==> src/rtl/pss_packet_gate.sv <==
// Packet gate: forwards or drops framed stream beats on a level cut request,
// with selectable cut policy, framing-error detection and saturating drop statistics.
module pss_packet_gate #(
   parameter int unsigned WIDTH = 8,
   parameter int unsigned CNTW  = 16
) (
   input  logic             rst,
   input  logic             clk,
   input  logic             cut,
   input  logic [1:0]       mode,
   input  logic             clr,
   input  logic [WIDTH-1:0] i_dat,
   input  logic             i_val,
   input  logic             i_sop,
   input  logic             i_eop,
   output logic             i_rdy,
   output logic [WIDTH-1:0] o_dat,
   output logic             o_val,
   output logic             o_sop,
   output logic             o_eop,
   input  logic             o_rdy,
   output logic             lost,
   output logic             err,
   output logic             in_pkt,
   output logic [CNTW-1:0]  drop_words,
   output logic [CNTW-1:0]  drop_pkts
);

   typedef enum logic [1:0] {
      ST_IDLE = 2'd0,
      ST_PKT  = 2'd1,
      ST_DROP = 2'd2
   } state_t;

   typedef enum logic [1:0] {
      MODE_IMMEDIATE     = 2'd0,
      MODE_BOUNDARY      = 2'd1,
      MODE_TRUNCATE      = 2'd2,
      MODE_IMMEDIATE_ALT = 2'd3
   } mode_t;

   state_t            state_q, state_d;
   logic              lost_q, err_q, in_pkt_q;
   logic [CNTW-1:0]   words_q, words_d;
   logic [CNTW-1:0]   pkts_q, pkts_d;

   logic              fwd;          // beat is forwarded (else consumed and dropped)
   logic              force_eop;    // truncation closes the outbound packet on this beat
   logic              framing_err;  // orphan beat or sop without a preceding eop
   logic              pkt_loss;     // this beat is the first loss of its packet
   logic              accept;
   mode_t             mode_sel;

   assign mode_sel = mode_t'(mode);

   // Per-beat decision: a pure function of state and the inbound beat, never of o_rdy.
   always_comb begin
      // NOTE: every signal written here gets a default first, so no latch is inferred.
      fwd         = 1'b0;
      force_eop   = 1'b0;
      framing_err = 1'b0;
      pkt_loss    = 1'b0;
      state_d     = state_q;
      if (i_sop) begin
         framing_err = (state_q != ST_IDLE);
         if (cut) begin
            pkt_loss = 1'b1;
            state_d  = i_eop ? ST_IDLE : ST_DROP;
         end else begin
            fwd     = 1'b1;
            state_d = i_eop ? ST_IDLE : ST_PKT;
         end
      end else begin
         case (state_q)
            ST_PKT: begin
               if (!cut || mode_sel == MODE_BOUNDARY) begin
                  fwd     = 1'b1;
                  state_d = i_eop ? ST_IDLE : ST_PKT;
               end else if (mode_sel == MODE_TRUNCATE) begin
                  fwd       = 1'b1;
                  force_eop = 1'b1;
                  pkt_loss  = ~i_eop;
                  state_d   = i_eop ? ST_IDLE : ST_DROP;
               end else begin
                  pkt_loss = 1'b1;
                  state_d  = i_eop ? ST_IDLE : ST_DROP;
               end
            end
            ST_DROP: begin
               state_d = i_eop ? ST_IDLE : ST_DROP;
            end
            default: begin
               framing_err = 1'b1;
               state_d     = ST_IDLE;
            end
         endcase
      end
   end

   assign i_rdy  = fwd ? o_rdy : 1'b1;
   assign o_val  = i_val & fwd;
   assign o_dat  = i_dat;
   assign o_sop  = i_sop;
   assign o_eop  = i_eop | force_eop;
   assign accept = i_val & i_rdy;

   // Statistics: clear wins over a same-cycle increment; both counters stick at all-ones.
   always_comb begin
      words_d = words_q;
      pkts_d  = pkts_q;
      if (clr) begin
         words_d = '0;
         pkts_d  = '0;
      end else begin
         if (accept && !fwd && words_q != '1) begin
            words_d = words_q + 1'b1;
         end
         if (accept && pkt_loss && pkts_q != '1) begin
            pkts_d = pkts_q + 1'b1;
         end
      end
   end

   always_ff @(posedge clk or posedge rst) begin
      if (rst) begin
         state_q  <= ST_IDLE;
         lost_q   <= 1'b0;
         err_q    <= 1'b0;
         in_pkt_q <= 1'b0;
         words_q  <= '0;
         pkts_q   <= '0;
      end else begin
         // NOTE: state uses non-blocking assignments so every register samples pre-edge values.
         if (accept) begin
            state_q  <= state_d;
            in_pkt_q <= (state_d != ST_IDLE);
         end
         lost_q  <= accept & ~fwd;
         err_q   <= accept & framing_err;
         words_q <= words_d;
         pkts_q  <= pkts_d;
      end
   end

   assign lost       = lost_q;
   assign err        = err_q;
   assign in_pkt     = in_pkt_q;
   assign drop_words = words_q;
   assign drop_pkts  = pkts_q;

endmodule

==> config.mk <==
export PLATFORM = sky130hd
export DESIGN_NAME = pss_packet_gate
export DESIGN_NICKNAME = d
export VERILOG_FILES = /design/src/rtl/pss_packet_gate.sv
export SDC_FILE = /design/constraint.sdc
export NUM_CORES = 1
export LEC_CHECK = 0
export ABC_AREA = 1
export CORE_MARGIN = 2
export CORE_UTILIZATION = 25
export CTS_CLUSTER_DIAMETER = 100
export CTS_CLUSTER_SIZE = 20
export DETAILED_ROUTE_END_ITERATION = 8
export MAX_ROUTING_LAYER = met4
export PLACE_DENSITY = 0.52
export SLEW_MARGIN = 0
export SYNTH_ARGS = -nofsm -noshare
export SYNTH_HDL_FRONTEND = slang
export SYNTH_SLANG_ARGS = --single-unit
==> constraint.sdc <==
create_clock -name clk -period 1.5 [get_ports clk]
set_input_delay 0.45 -clock clk [delete_from_list [all_inputs] [get_ports clk]]
set_output_delay 0.45 -clock clk [all_outputs]
set_load 0.03 [all_outputs]
---- Word-level counts from Yosys, hierarchy flattened ----
Index checks and enable logic that the tools add are counted.
word-level totals
  flip-flop bits (word level) ............. 37
  input port bits ......................... 18
  output and inout bits ................... 47
  logic and storage cells ................. 59
operators by class
  $add $sub $neg .......................... 2
  equal/unequal tests ..................... 6
  mux-type cells .......................... 26
  bitwise operators ....................... 7
  reduce and logical (&&, ||, !) cells .... 12
operators by type and width
  cell                     number
  $mux W16                 4
  $add A16 B1 Y16 const B  2
  $ne A16 B16 Y1 const B   2
  $mux W1                  17
  $mux W2                  4
  $reduce_bool A2 Y1       4
  $and A1 B1 Y1            4
  $eq A2 B1 Y1 const B     2
  $eq A2 B2 Y1 const B     2
  $logic_and A1 B1 Y1      4
  $pmux W2 S2              1
  $logic_not A1 Y1         2
  $not A1 Y1               2
  $reduce_or A2 Y1         1
  $logic_or A1 B1 Y1       1
  $or A1 B1 Y1             1

---- Depth between registers and ports, before layout ----
  depth in word-level cells ............... 11
  mapped depth ............................ 12
  depth with buffers taken out ............ 11

---- Least setup slack after synthesis ----
No wires, ideal clock.
  kind .................................... register to output
  from .................................... register state_q[1]
  to ...................................... output o_val
  data arrival time ....................... 1.522 ns
  required time ........................... 1.050 ns
  path slack .............................. -0.472 ns
  cell stages (with the launch flop) ...... 7
  buffers on the path ..................... 0
  cell sequence ........................... dfrtp_1 inv_1 ha_1 nand2_2 nand2_2 nand2_2 a21boi_0
on the way
  word-level cells in the longest chain between the ends .. 4
ends and longest elaborated chain
  element                   line  source
  start: declaration        42    state_t state_q, state_d;
  start signal: assignment  135   state_q <= state_d;
  $eq A2 B1 Y1              74    case (state_q)
  $mux W1                   74
  $mux W1                   64    if (i_sop) begin
  $and A1 B1 Y1             101   assign o_val = i_val & fwd;
  end: declaration          18    output logic o_val,
Every way passes these cells.

---- Worst setup path in the final report ----
Same ends and word-level chain as after synthesis.

==> flow_summary.json <==
{
  "antenna_cells": 0,
  "endpoint_kind": "primary output",
  "max_slew_margin_pct": 79.6,
  "synth_fa_ha_area_share_pct": 2.52,
  "cp_cell_sequence": "inv_2 -> ha_4 -> nand2_4 -> nand2_4 -> nand2_4 -> a21boi_4 -> buf_6",
  "cp_num_buf_inv": 2,
  "hold_viol_final": 0,
  "numCtsBuffers": 5,
  "die_w_um": 104,
  "powerDensity_nw_per_um2": 545,
  "port_buffers": 48,
  "period_needed_ps": 1860,
  "fin_nets": 484,
  "required_ps": 1050,
  "cts_sinks": 37,
  "clk_latency_ps": 290,
  "yosysTopAreaCell": "dfrtp_1",
  "grt_max_degree": 38,
  "final_core_util_pct": 43.4,
  "grt_pass1_vias": 2608,
  "cap_violations": 0,
  "cp_top_family": "flip-flops",
  "syn_area_per_cell_um2": 7.34,
  "yosys.area.top_type_share_pct": 37.3,
  "yosysSeqAreaShare_pct": 37.3,
  "grt_pass1_wl_um": 12400,
  "power_leakage_nw": 2.03,
  "clkTransAtPathRegs_ps": 70,
  "rsz0062_at_grt": "yes",
  "grt_usage_pct": 14.4,
  "synth_area_um2": 2480,
  "routed-via-count": 2693,
  "clockRootBuffer": "clkbuf_8",
  "ys.flop_type": "dfrtp_1",
  "dr.first_iter.drc_count": 45,
  "cpPeakStageDelay_ps": 400,
  "gp_congestion": 0.801,
  "final_common_cell": "buf_4",
  "cts_tree": "yes",
  "synth_fp_nets": 361,
  "fin_ws_ps": -359,
  "htree_num_levels": 2,
  "async_reset_ff_share_pct": 100,
  "synth_simple_gate_area_share_pct": 39.2,
  "viasPerCell": 4.53,
  "wl_per_cell_um": 13.4,
  "synthXorXnorAreaFrac_pct": 6.00,
  "setup_tns_ps": -8050,
  "die-area_um2": 10700,
  "fmax_mhz": 538,
  "die_y_um": 104,
  "status": "complete, but fails checks",
  "rows": 36,
  "worstMarginPinSlew_ps": 306,
  "ant_nets": 0,
  "synth_area_leaders": "dfrtp_1 (37%), nand2_1 (13%), nand3_1 (11%), nor2_1 (5.9%), xor2_1 (4.9%)",
  "ys_warn_count": 0,
  "drive_gt1_share_pct": 46.8,
  "ys_ff_latch": 37,
  "first_pass_iters": 4,
  "min_period_over_period_pct": 124,
  "routed_wl_um": 7970,
  "worstHoldPathType": "reg -> reg",
  "path_max_fanout": 3,
  "muxShareOfSynthArea_pct": 0,
  "final_cell_mix": "buf_4 (89), nand2_1 (79), nor2_1 (35), nand3_2 (28), inv_1 (27)",
  "hpwl_um": 5370,
  "antenna_found_initial": 0,
  "grt_overflow_total": 0,
  "peakVddDrop_mv": 0.290,
  "synth_top_family_by_area": "simple AND/OR/NAND/NOR gates",
  "finClkSkew_ps": 12.2,
  "startpoint_type": "flip-flop",
  "synth_cells": 338,
  "path_class": "reg -> out",
  "hold_slack_ps": 514,
  "crit_top_cell": "nand2_4",
  "slew_violations": 0,
  "critPathArrivalTime_ps": 1410,
  "cp_slowest_cell": "dfrtp_1",
  "initial_utilization_pct": 25.6,
  "route.detailed.drc": 0,
  "ioPinCount": 65,
  "coreArea_um2": 9680,
  "syn_to_final_growth_pct": 69.5,
  "synth-compound-area-share_pct": 4.64,
  "netlist-cell-type-count": 31,
  "clockBufferDepth": 2,
  "synth_edf_count": 0,
  "setup_viol": 39,
  "violations": "negative setup slack"
}
==> layout make-up <==
class	instances	area (um2)
multi-input combinational	252	1680
tap	133	166
clock buffer	8	90.1
sequential	37	947
timing repair buffer	132	1190
fill	951	5480
inverter	33	126
==> flip-flops by register name, indices dropped and copies added (netlist names) <==
name / flops
in_pkt: 1
state_q: 2
lost: 1
drop_words: 16
err: 1
drop_pkts: 16
==> worst paths after layout <==
| path | start | endpoint | slack (ps) | depth (start not counted) |
|---|---|---|---|---|
| worst min register to register | in_pkt | in_pkt | 510 | 2 |
| worst max register to register | state_q[1] | drop_pkts[12] | -270 | 12 |
| worst max-delay path | state_q[1] | o_val | -360 | 7 |
| min in group asynchronous | rst | drop_words[6] | 520 | 3 |
| worst min-delay path | in_pkt | in_pkt | 510 | 2 |
| max in group asynchronous | rst | drop_pkts[2] | 760 | 3 |
==> what timing repair did <==
item                                    4_1_cts  5_1_grt
pin swaps                                    14       32
gates resized for setup                      38       68
hold buffers                                  0        0
setup buffers                                12       10
gates cloned                                  1        2
endpoints found under the setup margin       46       50
==> Yosys cell counts, types with 4 or more instances <==
cell / instances
a21oi_1: 5
buf_4: 10
buf_6: 4
dfrtp_1: 37
ha_1: 5
inv_1: 31
nand2_1: 86
nand3_1: 56
nand4_1: 8
nor2_1: 39
o21ai_0: 11
xor2_1: 14
==> worst reg2reg max path, cell delays in order (launching register included) <==
cell and delay [ps]:
dfrtp_1 400, inv_2 80, ha_4 160, nand2_4 60, buf_4 130, buf_4 120
nor2_2 80, nand2_1 60, nand2_2 100, nand4_4 150, clkbuf_16 210, nand3_2 60
nand2_1 50
==> kinds of logic after synthesis <==
kind of cell | after synthesis
AOI/OAI and AO/OA | 21
xor gates and xnor gates | 17
adders and majority gates | 5
buffers and inverters | 49
DFF | 37
and+or+nand+nor | 209
==> stage by stage <==
step                area (um2)  std cells  power (W)  worst slack [ps]
floorplan                 2620        338    0.00129             -59.3
global placement          3550        565    0.00142              -598
detailed placement        3550        565    0.00143              -627
CTS                       3870        586    0.00225              -403
global route              4200        595    0.00240              -419
finish                    4200        595    0.00229              -359
==> per-layer routing <==
layer	vias up	track usage, %	part of all wire, %
met1	1287	18.0	45
li1	1344	-	-
met3	10	2.64	3.7
met5	-	-	0
met2	52	24.3	50
met4	0	3.28	1.2
==> report_power, final <==
| part | leakage, nW | switching (W) | internal (W) | total (W) |
|---|---|---|---|---|
| Clock | 0.0455 | 0.000365 | 0.000375 | 0.000741 |
| Sequential | 0.483 | 0.0000154 | 0.00102 | 0.00103 |
| Combinational | 1.50 | 0.000284 | 0.000232 | 0.000516 |
| Total | 2.03 | 0.000665 | 0.00162 | 0.00229 |
No activity file was read; power rests on OpenSTA's default activity.
